===== src/rtl/zbus_pkg.sv =====
// zbus_pkg: shared types and constants for the ZX-bus host.
//   zbus_state_e  - bus-cycle FSM states
//   CYC_IO/MEM    - values of the latched cycle-type bit
//   DEF_*         - default parameter values for zbus_host
//   zbus_strb_t   - bundle of registered bus strobes + data drive enable
//   strb_decode   - strobe levels for a given (state, half-T-state, type)
package zbus_pkg;

  typedef enum logic [2:0] {
    ST_RSTHOLD,
    ST_IDLE,
    ST_T1,
    ST_T2,
    ST_TW,
    ST_T3
  } zbus_state_e;

  localparam logic CYC_IO  = 1'b1;
  localparam logic CYC_MEM = 1'b0;

  localparam int DEF_TSTATE_CLKS = 4;
  localparam int DEF_IO_WAITS    = 1;
  localparam int DEF_RST_CLKS    = 16;

  typedef struct packed {
    logic ziorq_n;
    logic zmreq_n;
    logic zrd_n;
    logic zwr_n;
    logic zd_oe;
  } zbus_strb_t;

  // lo_half: tick is in the first half of the T-state (tick < N/2).
  // I/O cycles assert over whole T-states; memory cycles start and end
  // on the half T-state, mirroring Z80 MREQ/RD/WR placement.
  function automatic zbus_strb_t strb_decode(input zbus_state_e st,
                                             input logic lo_half,
                                             input logic io,
                                             input logic wr);
    zbus_strb_t s;
    logic busy, mreq, wstb;
    s.ziorq_n = 1'b1;
    s.zmreq_n = 1'b1;
    s.zrd_n   = 1'b1;
    s.zwr_n   = 1'b1;
    s.zd_oe   = 1'b0;
    busy = 1'b0;
    mreq = 1'b0;
    wstb = 1'b0;
    if (io == CYC_IO) begin
      busy      = (st == ST_T2) || (st == ST_TW) || (st == ST_T3);
      s.ziorq_n = !busy;
      s.zrd_n   = !(busy && !wr);
      s.zwr_n   = !(busy && wr);
      s.zd_oe   = wr && ((st == ST_T1) || busy);
    end else begin
      mreq      = ((st == ST_T1) && !lo_half) || (st == ST_T2) ||
                  ((st == ST_T3) && lo_half);
      wstb      = (st == ST_T2) || ((st == ST_T3) && lo_half);
      s.zmreq_n = !mreq;
      s.zrd_n   = !(mreq && !wr);
      s.zwr_n   = !(wstb && wr);
      s.zd_oe   = wr && (((st == ST_T1) && !lo_half) || (st == ST_T2) ||
                         (st == ST_T3));
    end
    return s;
  endfunction

endpackage


===== src/rtl/zbus_int_sync.sv =====
// zbus_int_sync: brings an asynchronous card signal into the clk domain.
//   clk, rst   - clock, synchronous active-high reset
//   async_in   - raw asynchronous input
//   level      - synchronised, polarity-corrected level (registered)
//   rise       - one-clk pulse when level goes 0->1 (registered)
// ACTIVE_LOW=1 inverts the input so level=1 means "asserted".
module zbus_int_sync #(
  parameter bit ACTIVE_LOW = 1'b1
) (
  input  logic clk,
  input  logic rst,
  input  logic async_in,
  output logic level,
  output logic rise
);

  logic s1, s2;

  // s1/s2 form the two-flop synchroniser; level is the edge-detect
  // history flop and doubles as the registered output.
  always_ff @(posedge clk) begin
    if (rst) begin
      s1    <= 1'b0;
      s2    <= 1'b0;
      level <= 1'b0;
      rise  <= 1'b0;
    end else begin
      s1    <= async_in ^ ACTIVE_LOW;
      s2    <= s1;
      level <= s2;
      rise  <= s2 & ~level;
    end
  end

endmodule


===== src/rtl/zbus_host.sv =====
// zbus_host: ZX-bus initiator. Converts single-beat commands into
// Z80-shaped I/O and memory cycles with registered strobes, stretches
// bus reset and synchronises the card interrupt.
//   clk, rst                 - clock, synchronous active-high reset
//   cmd_valid/ready          - command handshake (accepted in IDLE)
//   cmd_write/io/addr/wdata  - command fields
//   rsp_valid/rdata/claimed  - one-clk response at cycle end
//   za, zd_out, zd_oe, zd_in - address / data bus
//   ziorq_n..zwr_n           - bus strobes
//   ziorqge                  - card I/O claim (sampled at sample point)
//   zint_n                   - card interrupt, open-drain, async
//   zrst_n                   - stretched bus reset
//   int_level, int_rise      - synchronised interrupt and its rise pulse
module zbus_host
  import zbus_pkg::*;
#(
  parameter int TSTATE_CLKS = DEF_TSTATE_CLKS,
  parameter int IO_WAITS    = DEF_IO_WAITS,
  parameter int RST_CLKS    = DEF_RST_CLKS
) (
  input  logic        clk,
  input  logic        rst,
  input  logic        cmd_valid,
  output logic        cmd_ready,
  input  logic        cmd_write,
  input  logic        cmd_io,
  input  logic [15:0] cmd_addr,
  input  logic [7:0]  cmd_wdata,
  output logic        rsp_valid,
  output logic [7:0]  rsp_rdata,
  output logic        rsp_claimed,
  output logic [15:0] za,
  output logic [7:0]  zd_out,
  output logic        zd_oe,
  input  logic [7:0]  zd_in,
  output logic        ziorq_n,
  output logic        zmreq_n,
  output logic        zrd_n,
  output logic        zwr_n,
  input  logic        ziorqge,
  input  logic        zint_n,
  output logic        zrst_n,
  output logic        int_level,
  output logic        int_rise
);

  localparam int TW = (TSTATE_CLKS > 2) ? $clog2(TSTATE_CLKS) : 1;
  localparam int RW = $clog2(RST_CLKS + 1);
  localparam logic [TW-1:0] TICK_LAST = TW'(TSTATE_CLKS - 1);
  localparam logic [TW-1:0] TICK_H    = TW'(TSTATE_CLKS / 2);
  localparam logic [TW-1:0] TICK_HM1  = TW'(TSTATE_CLKS / 2 - 1);
  localparam logic [RW-1:0] RCNT_LAST = RW'(RST_CLKS - 1);
  localparam logic [1:0]    WAIT_LAST = 2'(IO_WAITS - 1);
  localparam bit            HAS_WAITS = (IO_WAITS > 0);

  zbus_state_e   state, st_n;
  logic [TW-1:0] tick, tick_n;
  logic [1:0]    wcnt, wcnt_n;
  logic [RW-1:0] rcnt, rcnt_n;
  logic          cyc_io, cyc_write;
  logic          accept, end_cyc, sample;
  logic          nxt_io, nxt_wr;
  zbus_strb_t    strb_n;

  // Next-state decode. Strobes are computed from the *next* state so the
  // registered outputs line up exactly with the registered state.
  always_comb begin
    st_n    = state;
    tick_n  = tick;
    wcnt_n  = wcnt;
    rcnt_n  = rcnt;
    end_cyc = 1'b0;
    accept  = cmd_valid && cmd_ready;
    case (state)
      ST_RSTHOLD: begin
        if (rcnt == RCNT_LAST) st_n = ST_IDLE;
        else                   rcnt_n = rcnt + 1'b1;
      end
      ST_IDLE: begin
        if (accept) begin
          st_n   = ST_T1;
          tick_n = '0;
        end
      end
      default: begin
        if (tick != TICK_LAST) begin
          tick_n = tick + 1'b1;
        end else begin
          tick_n = '0;
          case (state)
            ST_T1: st_n = ST_T2;
            ST_T2: begin
              if (cyc_io && HAS_WAITS) begin
                st_n   = ST_TW;
                wcnt_n = '0;
              end else begin
                st_n = ST_T3;
              end
            end
            ST_TW: begin
              if (wcnt == WAIT_LAST) st_n = ST_T3;
              else                   wcnt_n = wcnt + 1'b1;
            end
            ST_T3: begin
              st_n    = ST_IDLE;
              end_cyc = 1'b1;
            end
            default: st_n = ST_IDLE;
          endcase
        end
      end
    endcase
    // A back-to-back accept must decode T1 with the new command's type.
    nxt_io = accept ? cmd_io    : cyc_io;
    nxt_wr = accept ? cmd_write : cyc_write;
    strb_n = strb_decode(st_n, (tick_n < TICK_H), nxt_io, nxt_wr);
    // Last clk with the read strobe low: end of T3 for I/O, mid-T3 for memory.
    sample = (state == ST_T3) && (tick == (cyc_io ? TICK_LAST : TICK_HM1));
  end

  always_ff @(posedge clk) begin
    if (rst) begin
      state       <= ST_RSTHOLD;
      tick        <= '0;
      wcnt        <= '0;
      rcnt        <= '0;
      cyc_io      <= CYC_MEM;
      cyc_write   <= 1'b0;
      za          <= '0;
      zd_out      <= '0;
      zd_oe       <= 1'b0;
      ziorq_n     <= 1'b1;
      zmreq_n     <= 1'b1;
      zrd_n       <= 1'b1;
      zwr_n       <= 1'b1;
      zrst_n      <= 1'b0;
      cmd_ready   <= 1'b0;
      rsp_valid   <= 1'b0;
      rsp_rdata   <= '0;
      rsp_claimed <= 1'b0;
    end else begin
      state <= st_n;
      tick  <= tick_n;
      wcnt  <= wcnt_n;
      rcnt  <= rcnt_n;
      if (accept) begin
        cyc_io    <= cmd_io;
        cyc_write <= cmd_write;
        za        <= cmd_addr;
        zd_out    <= cmd_wdata;
      end
      ziorq_n   <= strb_n.ziorq_n;
      zmreq_n   <= strb_n.zmreq_n;
      zrd_n     <= strb_n.zrd_n;
      zwr_n     <= strb_n.zwr_n;
      zd_oe     <= strb_n.zd_oe;
      zrst_n    <= (st_n != ST_RSTHOLD);
      cmd_ready <= (st_n == ST_IDLE);
      rsp_valid <= end_cyc;
      // ziorqge is qualified by the strobes and held by the card, so it is
      // captured directly rather than through a multi-clk synchroniser.
      if (sample) begin
        rsp_rdata   <= cyc_write ? 8'h00 : zd_in;
        rsp_claimed <= cyc_io & ziorqge;
      end
    end
  end

  zbus_int_sync #(.ACTIVE_LOW(1'b1)) u_int_sync (
    .clk      (clk),
    .rst      (rst),
    .async_in (zint_n),
    .level    (int_level),
    .rise     (int_rise)
  );

endmodule


===== config.mk =====
export PLATFORM = sky130hd
export DESIGN_NAME = zbus_host
export DESIGN_NICKNAME = d
export VERILOG_FILES = /design/src/rtl/zbus_pkg.sv /design/src/rtl/zbus_int_sync.sv /design/src/rtl/zbus_host.sv
export SDC_FILE = /design/constraint.sdc
export NUM_CORES = 1
export LEC_CHECK = 0
export CELL_PAD_IN_SITES_DETAIL_PLACEMENT = 0
export CELL_PAD_IN_SITES_GLOBAL_PLACEMENT = 1
export CORE_ASPECT_RATIO = 1.1
export CORE_MARGIN = 3
export CORE_UTILIZATION = 35
export CTS_CLUSTER_SIZE = 30
export DETAILED_ROUTE_END_ITERATION = 8
export PLACE_DENSITY = 0.95
export RECOVER_POWER = 100
export SYNTH_ARGS = -nofsm -noshare
export SYNTH_HDL_FRONTEND = slang
export SYNTH_HIERARCHICAL = 1
export SYNTH_SLANG_ARGS = --single-unit

===== constraint.sdc =====
create_clock -name clk -period 3.8 [get_ports clk]
set_input_delay 0.76 -clock clk [delete_from_list [all_inputs] [get_ports clk]]
set_output_delay 0.76 -clock clk [all_outputs]
set_load 0.02 [all_outputs]

======== After elaboration in Yosys (flattened, before gate mapping) ========
Cells that the tools add are included.
operators by class
  order comparisons ....................... 1
  $mul .................................... 0
  divide/modulo/power cells ............... 0
  equality and inequality tests ........... 15
  shift operators ......................... 0
  $add $sub $neg .......................... 3
  reduce and logical (&&, ||, !) cells .... 35
  bitwise gates (word level) .............. 8
  muxes and demuxes ....................... 19
operators with widths
  cell                                           count
  2-to-1 mux 3 bit                               5
  == test 3 x 2 -> 1 bit, second input constant  4
  == test 3 bit, second input constant           4
  logical AND 1 bit                              10
  2-to-1 mux 2 bit                               5
  one-hot mux 3 bit (3 select lines)             1
  zero test 1 bit                                8
  2-to-1 mux 8 bit                               1
  one-hot mux 2 bit (2 select lines)             2
  logical OR 1 bit                               7
  == test 3 x 1 -> 1 bit, second input constant  2
  != test 2 bit, second input constant           3
  NOT 1 bit                                      6
  one-hot mux 3 bit (2 select lines)             1
  OR reduction 2 bit                             3
  adder 5 x 1 -> 5 bit, second input constant    1
  == test 5 x 4 -> 1 bit, second input constant  1
  AND reduction 5 bit                            1
  adder 2 x 1 -> 2 bit, second input constant    2
  2-to-1 mux 1 bit                               4
  OR reduction 4 bit                             1
  zero test 3 bit                                1
  nonzero test 3 bit                             1
  AND 1 bit                                      2
  other kinds (5)                                5
word-level totals
  bits in read-only memories .............. 0
  memories ................................ 0
  output and inout port bits .............. 43
  logic and storage cells ................. 103
  RAM bits ................................ 0
  input bits .............................. 39
  latch bits .............................. 0
  bits in registers ....................... 59

======== Logic depth before layout (Yosys ltp) ========
Gate-level depths: netlist (run 1).
  depth in word-level cells ............... 12
  mapped depth ............................ 7
  depth with buffers taken out ............ 7

======== Cells and area by module ========
Netlist (run 1), hierarchy kept.
modules (own cells, without submodules)
  module         times used  cells each  area each (um2)  seq. area each (um2)
  zbus_host      1           266         2308.5           1101.1
  zbus_int_sync  1           8           108.9            80.1

======== Worst setup path before layout (run 1) ========
Ideal clock, no wire load.
  path type ............................... input -> register
  start point ............................. in cmd_valid
  end point ............................... reg zrd_n
  data arrival time ....................... 1667 ps
  setup time .............................. 127 ps
  setup slack ............................. 2005 ps
  required time ........................... 3673 ps
  cell stages on the path ................. 5
  buffers on the path ..................... 1
  cell sequence ........................... and2_1 -> buf_4 -> mux2_4 -> nor4_1 -> a2bb2oi_1
between the ends
  cells in the longest elaborated chain, start to end .. 11
  elaborated cells on any way between the ends .. 25
  classes of those cells .................. order compare: 1; eq/ne: 4; mux: 7; reduce/logical: 13
ends and longest elaborated chain
  what                                RTL line          RTL
  start: declaration                  zbus_host.sv:23   input logic cmd_valid,
  logical AND 1 bit (*)               zbus_host.sv:73   accept = cmd_valid && cmd_ready;
  2-to-1 mux 2 bit                    zbus_host.sv:80   if (accept) begin
  one-hot mux 2 bit (2 select lines)  zbus_host.sv:74   case (state)
  < comparator 2 bit                  zbus_host.sv:116  strb_n = strb_decode(st_n, (tick_n < TICK_H), nxt_io, nxt_wr);
  zero test 1 bit                     zbus_pkg.sv:57    mreq = ((st == ST_T1) && !lo_half) || (st == ST_T2) ||
  logical AND 1 bit                   zbus_pkg.sv:57
  logical OR 1 bit (2 in series)      zbus_pkg.sv:57
  logical AND 1 bit                   zbus_pkg.sv:61    s.zrd_n = !(mreq && !wr);
  zero test 1 bit                     zbus_pkg.sv:61
  2-to-1 mux 3 bit (*)                zbus_pkg.sv:50    if (io == CYC_IO) begin
  end signal: assignment              zbus_host.sv:154  zrd_n <= strb_n.zrd_n;
  end: declaration                    zbus_host.sv:38   output logic zrd_n,
Every way passes the cells marked *; elsewhere a longest branch is shown, timed or not.
A chain may end at the register's enable or synchronous reset.

======== Worst setup path in the final report (run 1) ========
  start point ............................. in rst
  end point ............................... reg u_int_sync.level
RTL lines
  what                    RTL line             RTL
  start: declaration      zbus_host.sv:22      input logic rst,
  end signal: assignment  zbus_int_sync.sv:25  level <= 1'b0;
  end signal: assignment  zbus_int_sync.sv:30  level <= s2;
  end: declaration        zbus_int_sync.sv:13  output logic level,
No word-level cell between the ends.

==> flow_metrics.tcl, run 1 <==
set metrics [dict create \
    status "completed" \
    post_cts_hold_buffer_count 0 \
    ys_seq_area_frac 0.489 \
    worstSetupPathDepth 3 \
    vias_in_the_first_global_route 1915 \
    ys_async_sr_fraction 0 \
    grt_antenna_before_repair 0 \
    arrival_ps 2810 \
    critical_path.startpoint "rst" \
    routed_wirelength_um 5810 \
    fin_crit_sh 0.695 \
    cts.repair_timing.setup_buffer_count 0 \
    netlist_top_cells_area "dfxtp_1 (49%), nand2_1 (10%), a21oi_1 (8.3%)" \
    dr_total_vias 2144 \
    maxCapViolCount 0 \
    worst_setup_slack_post_dpl_ps 1180 \
    timing.critical_path.to "u_int_sync/level" \
    synthCells 274 \
    synth_cell_type_count 50 \
    globalRouteOverflowTotal 0 \
    ios 82 \
    grt_usage 0.144 \
    critical_path.top_delay_family "buffers and inverters" \
    synth_area_mm2 0.00242 \
    cts.repair.resized 0 \
    largest_net_degree_at_the_start_of_global_routing 31 \
    vias_per_cell 4.92 \
    fmax_ghz 0.379 \
    die_area_mm2 0.00794 \
    peakVddDrop_v 0.000258 \
    die_height_um 93.2 \
    floorplan.die.width_um 85.2 \
    synth_edf_count 0 \
    crit_slowest_cell "clkbuf_1" \
    layout_common_cells "nand2_1 (67), dfxtp_1 (59), dlygate4sd3_1 (44)" \
    start_util 0.364 \
    drive_gt1_frac 0.0565 \
    ctsLongestPathBuffers 2 \
    portBuffers 81 \
    place_congestion 0.826 \
    drc 0 \
    clock_insertion_delay_worst_skew_ps 330 \
    finish.utilization 0.514 \
    timing.critical_path.cells "clkbuf_1 > clkbuf_1 > nor2b_1" \
    netlist.area_leader.share 0.489 \
    drtPass1Iterations 4 \
    grt_setup_unrepaired "no" \
    syn_avg_cell_area_um2 8.82 \
    required_ps 3970 \
    r2r_end "rcnt[3]" \
    cts_num_sinks 59 \
    worstSetupEndpointType "flop" \
    timing.final.max_slew_violations 0 \
    detailed_route_iter0_violations 56 \
    fin_skew_ps 5.91 \
    setup-tns-final_ps 0 \
    final.setup.worst_slack_ps 1160 \
    timing.rr.start "rcnt[0]" \
    post_synthesis_to_final_layout_area_growth_pct 41.0 \
    max_stage_delay_ps 970 \
    worst_setup_path_class "in -> reg" \
    rows 31 \
    cts_inserted_buffers 9 \
    pwrdens_mw_per_mm2 402 \
    synthesis.nets 317 \
    dp_hpwl_um 4040 \
    synth_warn 6 \
    grt_pass1_wl_um 9090 \
    final-hold-violation-count 0 \
    wl_per_cell_um 13.3 \
    cts.clk_slew.worst_paths_ps 60 \
    min_path_type "reg -> reg" \
    tightest_slew_ps 1370 \
    start_kind "primary input" \
    cts-htree-levels 3 \
    static-leakage-power_nw 1.29 \
    tritoncts "built" \
    design.core.area_mm2 0.00663 \
    timing.critical_path.fanout_max 30 \
    detail-route-antenna-nets 0 \
    worst_path_most_repeated_cell "clkbuf_1" \
    design.final.nets 392 \
    antenna_cells 0 \
    clockRootBuffer "clkbuf_8" \
    r2r_slack_ps 1360 \
    slew_headroom 0.0850 \
    finalWorstPathRequiredPeriod_ps 2640 \
    timing.reg2reg.worst_path_depth 7 \
    synth_ff_type "dfxtp_1" \
    worstPathBufferInverterCount 2 \
    finalSetupViolCount 0 \
    synth_seq_cells 59 \
    leading_cell_type_in_the_layout_fill_and_taps_excluded "nand2_1" \
    post-synth-top-area-cell "dfxtp_1" \
]
[worst reg2reg max path, stage by stage, from the launching register on]
cell	delay [ps]
dfxtp_1	330
ha_1	210
and3_1	190
ha_1	200
nor4_1	890
nand4_1	220
xor2_1	190
nor2_1	50
[state kept, by name (all words and copies together), names as in the netlist, 2 cells and up]
| signal | count |
|---|---|
| tick | 2 |
| za | 16 |
| zd_out | 8 |
| state | 3 |
| rcnt | 5 |
| wcnt | 2 |
| rsp_rdata | 8 |
[layout make-up]
type | instances | area (µm²)
clock buffers | 11 | 151
clock inverters | 5 | 75.1
fillers | 616 | 3220
inverters | 5 | 18.8
multi-input cells | 191 | 1060
flip-flops and latches | 59 | 1180
well taps | 82 | 103
repair buffers | 83 | 816
[cell families (layout without fill, tap and decap cells)]
group | count (synthesis) | after routing | share of synthesized area
xor+xnor | 4 | 4 | 0.0145
buf+inv | 24 | 104 | 0.0512
simple gates | 116 | 116 | 0.245
compound gates | 63 | 63 | 0.160
fa+ha+maj | 4 | 4 | 0.0207
mux | 4 | 4 | 0.0191
flops | 59 | 59 | 0.489
[power breakdown]
part           internal, mW  leakage, nW  total, mW  switching (mW)
Combinational        0.0538        0.692     0.0911          0.0373
Sequential            0.630        0.477      0.641          0.0114
Clock                 0.401        0.119      0.639           0.237
[stage by stage]
step,power (mW),hold WS [ps],area (µm²),std cells
after CTS,1.39,444,3460,436
after global placement,0.747,419,3240,420
final,1.37,435,3410,436
after floorplan,0.700,414,2420,274
after global routing,1.42,460,3410,436
after detailed placement,0.749,428,3240,420
[per-layer routing]
| layer | vias up | global-route usage | wire length, µm |
|---|---|---|---|
| met5 | - | 0 | 0 |
| met4 | 0 | 0.0792 | 96 |
| met3 | 12 | 0.0405 | 411 |
| met2 | 65 | 0.230 | 2750 |
| met1 | 980 | 0.175 | 2560 |
| li1 | 1087 | - | - |
[cells in the mapped netlist (2+ instances only)]
master     n
nand3_1    4
or4_1      2
nand4b_1   2
nand3b_1   8
o21ai_0    3
a21oi_1   40
clkbuf_1  11
buf_6      3
nor3_1     2
and2_1     2
buf_2      3
a32oi_1    2
buf_4      2
nand2_1   67
ha_1       4
mux2i_1    2
a211o_1    2
nor2_1    12
nor2b_1    5
xor2_1     3
dfxtp_1   59
inv_1      5
o21a_1     3
or3_1      2
[how the worst min path moves through the flow]
stage | start | to | slack, ps | cells after the start
finish | u_int_sync/level | u_int_sync/rise | 430 | 1
global route | u_int_sync/level | u_int_sync/rise | 460 | 1
CTS | u_int_sync/s1 | u_int_sync/s2 | 440 | 1
detailed placement | u_int_sync/s1 | u_int_sync/s2 | 430 | 1
global placement | u_int_sync/s1 | u_int_sync/s2 | 420 | 1
floorplan | u_int_sync/s1 | u_int_sync/s2 | 410 | 1
No activity file was read; power rests on OpenSTA's default activity.
==> inputs of run 2 (changes only) <==
CORE_UTILIZATION = 33   (was 35)
PLACE_DENSITY = 0.9   (was 0.95)
clock period = 2.65 ns   (was 3.8 ns; I/O delays follow)
==> run 2 against run 1 <==
The run now ends with max-capacitance violations, max-slew violations left. Global-route usage increased by 0.057 points. Combinational power increased by 43%. Via count increased by 1.4%. Clock skew increased by 2.8 ps. First-iteration DRC count increased by 39%. Final area increased by 0.29%. Clock-buffer cell count increased by 1. Die area increased by 5.6%. Non-clock buffer count increased by 1. Flip-flop and latch count unchanged. Sequential power increased by 44%. Critical endpoint is now za[9]. Largest cell class unchanged.
==> flow_metrics.tcl, run 2 (synthesized netlist as in run 1, its figures left out) <==
set metrics [dict create \
    rows 32 \
    cts.clk_slew.worst_paths_ps 70 \
    timing.critical_path.cells "clkbuf_1 > buf_4 > a21oi_1" \
    floorplan.die.width_um 87.6 \
    worstHoldPathCells 1 \
    status "finished, violations left" \
    combPwrFrac 0.067 \
    vias_in_the_first_global_route 1921 \
    cts_inserted_buffers 9 \
    timing.final.max_slew_violations 42 \
    worst_setup_path_class "in -> reg" \
    cts_num_sinks 59 \
    post_synthesis_to_final_layout_area_growth_pct 41.4 \
    start_util 0.343 \
    grt_usage 0.145 \
    vias_per_cell 4.94 \
    regMostFlops "za" \
    leading_cell_type_in_the_layout_fill_and_taps_excluded "nand2_1" \
    slew_headroom -0.182 \
    drc 0 \
    start_kind "primary input" \
    pwrdens_mw_per_mm2 570 \
    worstSetupEndpointType "flop" \
    globalRouteOverflowTotal 0 \
    portBuffers 81 \
    largest_net_degree_at_the_start_of_global_routing 42 \
    die_area_mm2 0.00839 \
    cts-htree-levels 3 \
    post_cts_hold_buffer_count 0 \
    detailed_route_iter0_violations 78 \
    crit_slowest_cell "clkbuf_1" \
    die_height_um 95.8 \
    cts.repair.resized 0 \
    fin_skew_ps 8.75 \
    worstSetupPathDepth 3 \
    dp_hpwl_um 4080 \
    finalSetupViolCount 0 \
    timing.critical_path.fanout_max 41 \
    grt_antenna_before_repair 0 \
    grt_setup_unrepaired "no" \
    power.share.switching 0.211 \
    antenna_cells 0 \
    place_congestion 0.815 \
    arrival_ps 2300 \
    cts.repair_timing.setup_buffer_count 0 \
    clock_power_share 0.461 \
    critical_path.top_delay_family "buffers and inverters" \
    tightest_slew_ps 1770 \
    dr_total_vias 2175 \
    fmax_ghz 0.480 \
    wl_per_cell_um 13.3 \
    fin_crit_sh 0.786 \
    grt_pass1_wl_um 9300 \
    design.final.nets 393 \
    final-hold-violation-count 0 \
    ctsLongestPathBuffers 2 \
    largest_register_ff_count 16 \
    p_seq_frac 0.472 \
    drive_gt1_frac 0.0592 \
    total_switching_power_uw 411 \
    worst_hold_slack_ps 434 \
    worst_setup_slack_post_dpl_ps 435 \
    design.core.area_mm2 0.00705 \
    required_ps 2860 \
    layout_common_cells "nand2_1 (67), dfxtp_1 (59), dlygate4sd3_1 (43)" \
    static-leakage-power_nw 1.29 \
    clock_insertion_delay_worst_skew_ps 330 \
    timing.reg2reg.worst_path_depth 7 \
    tritoncts "built" \
    power.internal_mw 1.54 \
    routed_wirelength_um 5870 \
    registers_with_the_highest_flip_flop_counts "za: 16 flops, rsp_rdata: 8 flops, zd_out: 8 flops" \
    max_stage_delay_ps 1250 \
    min_path_type "reg -> reg" \
    drtPass1Iterations 4 \
    worstPathBufferInverterCount 2 \
    maxCapViolCount 1 \
    ios 82 \
    clockRootBuffer "clkbuf_8" \
    finalWorstPathRequiredPeriod_ps 2080 \
    final.setup.worst_slack_ps 568 \
    peakVddDrop_v 0.000421 \
    detail-route-antenna-nets 0 \
    setup-tns-final_ps 0 \
    violations "max-capacitance violations, max-slew violations" \
    finish.utilization 0.485 \
]
## run 2: cell count changes in the layout (fill, tap and decap cells not counted), sizes merged
| cell | before | now |
|---|---|---|
| buf | 1 | 3 |
| clkdlybuf4s50 | 36 | 37 |
| clkinv | 3 | 2 |
| dlygate4sd3 | 44 | 43 |
## run 2: power groups by stage
stage               combinational, mW  sequential, mW  clock [mW]
floorplan                      0.0707           0.934           0
global placement                0.133           0.940           0
detailed placement              0.134           0.941           0
CTS                             0.135           0.921       0.929
global route                    0.142           0.921       0.972
finish                          0.130           0.920       0.898
## run 2: cell type report
cell class	instances	area (µm²)
inverters	5	18.8
repair buffers	84	827
well taps	85	106
fillers	662	3630
flip-flops and latches	59	1180
clock inverters	4	73.8
clock buffers	12	145
multi-input cells	191	1070
## run 2: path summary, 6_finish.rpt
path | slack, ps | startpoint | end
worst max-delay path | 570 | rst | za[9]
worst min-delay path | 430 | u_int_sync/level | u_int_sync/rise
worst max register to register | 590 | rcnt[0] | rcnt[3]
worst min register to register | 430 | u_int_sync/level | u_int_sync/rise
## run 2: layer usage
metal / up-vias / GRT usage / wire length (µm)
met1: 1001 / 0.189 / 2640
met2: 64 / 0.218 / 2740
met4: 0 / 0.0588 / 106
li1: 1100 / - / -
met3: 10 / 0.0497 / 380
met5: - / 0 / 0
## run 2: metrics by stage
stage	cell area, µm²	power [mW]	instances
3_5_place_dp	3250	1.07	424
5_1_grt	3420	2.04	440
3_3_place_gp	3250	1.07	424
6_report	3420	1.95	440
4_1_cts	3470	1.99	440
2_1_floorplan	2420	1.00	274
==> inputs of run 3 (changes only) <==
CORE_UTILIZATION = 30   (was 33)
PLACE_DENSITY = 0.87   (was 0.9)
clock period = 1.7 ns   (was 2.65 ns; I/O delays follow)
==> run 3 against run 2 <==
The run now ends clean. Clock-buffer cell count stayed put. Worst setup slack worse by 490 ps. Sequential power is 55% higher. Hold slack better by 2.2 ps. Flip-flop and latch count stayed put. Largest power group unchanged.
==> flow_metrics.tcl, run 3 (synthesized netlist as in run 1, its figures left out) <==
set metrics [dict create \
    maxCapViolCount 0 \
    tritoncts "built" \
    arrival_ps 1280 \
    worstSetupEndpointType "output port" \
    grt_usage 0.139 \
    worstHoldPathCells 1 \
    rows 33 \
    drtPass1Iterations 4 \
    die_area_mm2 0.00917 \
    timing.final.max_slew_violations 0 \
    layout_common_cells "clkdlybuf4s50_1 (78), nand2_1 (67), dfxtp_1 (59)" \
    detail-route-antenna-nets 0 \
    leading_cell_type_in_the_layout_fill_and_taps_excluded "clkdlybuf4s50_1" \
    final-hold-violation-count 0 \
    status "completed" \
    clock_power_share 0.448 \
    drive_gt1_frac 0.130 \
    total_switching_power_uw 614 \
    globalRouteOverflowTotal 0 \
    wl_per_cell_um 12.9 \
    grt_setup_unrepaired "no" \
    combPwrFrac 0.088 \
    max_stage_delay_ps 610 \
    placedCellCount 466 \
    tightest_slew_ps 1020 \
    p_seq_frac 0.463 \
    crit_slowest_cell "clkdlybuf4s50_1" \
    detailed_route_iter0_violations 67 \
    timing.critical_path.cells "clkdlybuf4s50_1" \
    timing.critical_path.fanout_max 2 \
    die_height_um 100 \
    finalWorstPathRequiredPeriod_ps 1620 \
    regMostFlops "za" \
    finish.utilization 0.483 \
    dp_hpwl_um 4530 \
    routed_wirelength_um 6200 \
    portBuffers 81 \
    layoutNonFillerInstCount 482 \
    dr_total_vias 2258 \
    fin_skew_ps 7.93 \
    grt_antenna_before_repair 0 \
    vias_per_cell 4.68 \
    ios 82 \
    setup-tns-final_ps 0 \
    start_util 0.316 \
    design.final.nets 417 \
    fmax_ghz 0.616 \
    clock_insertion_delay_worst_skew_ps 330 \
    floorplan.die.width_um 91.6 \
    grt_pass1_wl_um 10100 \
    critical_path.top_delay_family "buffers and inverters" \
    finalSetupViolCount 0 \
    cts-htree-levels 3 \
    timing.reg2reg.worst_path_depth 6 \
    slew_headroom 0.320 \
    clockRootBuffer "clkbuf_8" \
    placed_area_mm2 0.00346 \
    cts.clk_slew.worst_paths_ps 60 \
    fin_crit_sh 0.954 \
    finish.instance_area_mm2 0.00369 \
    post_synthesis_to_final_layout_area_growth_pct 52.7 \
    worstSetupPathDepth 1 \
    antenna_cells 0 \
    min_path_type "reg -> reg" \
    start_kind "flop" \
    worst_setup_path_class "reg -> out" \
    power.internal_mw 2.46 \
    cts_inserted_buffers 9 \
    vias_in_the_first_global_route 2134 \
    ctsLongestPathBuffers 2 \
    drc 0 \
    required_ps 1360 \
    design.core.area_mm2 0.00764 \
    registers_with_the_highest_flip_flop_counts "za: 16 flops, rsp_rdata: 8 flops, zd_out: 8 flops" \
    power.share.switching 0.200 \
    peakVddDrop_v 0.000302 \
    finalPower_mw 3.08 \
    pwrdens_mw_per_mm2 834 \
    cts_num_sinks 59 \
    largest_register_ff_count 16 \
    worstPathBufferInverterCount 1 \
    static-leakage-power_nw 1.28 \
    largest_net_degree_at_the_start_of_global_routing 25 \
    place_congestion 0.800 \
]
## run 3: cell types whose count changed in the layout (fill, tap and decap cells not counted), sizes merged
cell,previous run,this run
buf,3,21
clkbuf,13,20
clkdlybuf4s50,37,78
clkinv,2,0
dlygate4sd2,0,1
dlygate4sd3,43,0
## run 3: what timing repair did
item	4_1_cts	5_1_grt
gates resized for setup	1	7
pin swaps	0	2
endpoints found under the setup margin	1	6
setup buffers	0	2
cloned	0	0
hold buffers	0	0
## run 3: power groups by stage
| stage | clock, mW | combinational [mW] | sequential, mW |
|---|---|---|---|
| after floorplan | 0 | 0.110 | 1.46 |
| after global placement | 0 | 0.259 | 1.45 |
| after detailed placement | 0 | 0.264 | 1.46 |
| after CTS | 1.43 | 0.266 | 1.43 |
| after global routing | 1.50 | 0.298 | 1.43 |
| final | 1.38 | 0.272 | 1.43 |
## run 3: metrics by stage
step	setup slack, ps	hold slack [ps]
floorplan	51.6	407
detailed placement	-207	428
global placement	-217	425
CTS	3.30	411
finish	77.6	437
global route	6.87	463
## run 3: per-layer routing
metal  wire length, µm  GRT usage  up-vias  part of all wire
met4               103     0.0557        0             0.017
met3               430     0.0532       10             0.069
met1              2690      0.163     1040              0.43
met2              2980      0.228       67              0.48
li1                  -          -     1141                 -
met5                 0          0        -                 0
## run 3: layout make-up
cell class              instances  area (µm²)
inverters                       5        18.8
repair buffers                108        1010
flip-flops and latches         59        1180
multi-input cells             191        1130
clock buffers                  12         155
clock inverters                 2        60.1
well taps                     105         131
fillers                       747        3950
## run 3: path summary, 6_finish.rpt
path,start,to,slack (ps)
max,rsp_rdata[0],rsp_rdata[0],80
min,u_int_sync/level,u_int_sync/rise,440
max reg2reg,wcnt[0],wcnt[0],120
min reg2reg,u_int_sync/level,u_int_sync/rise,440
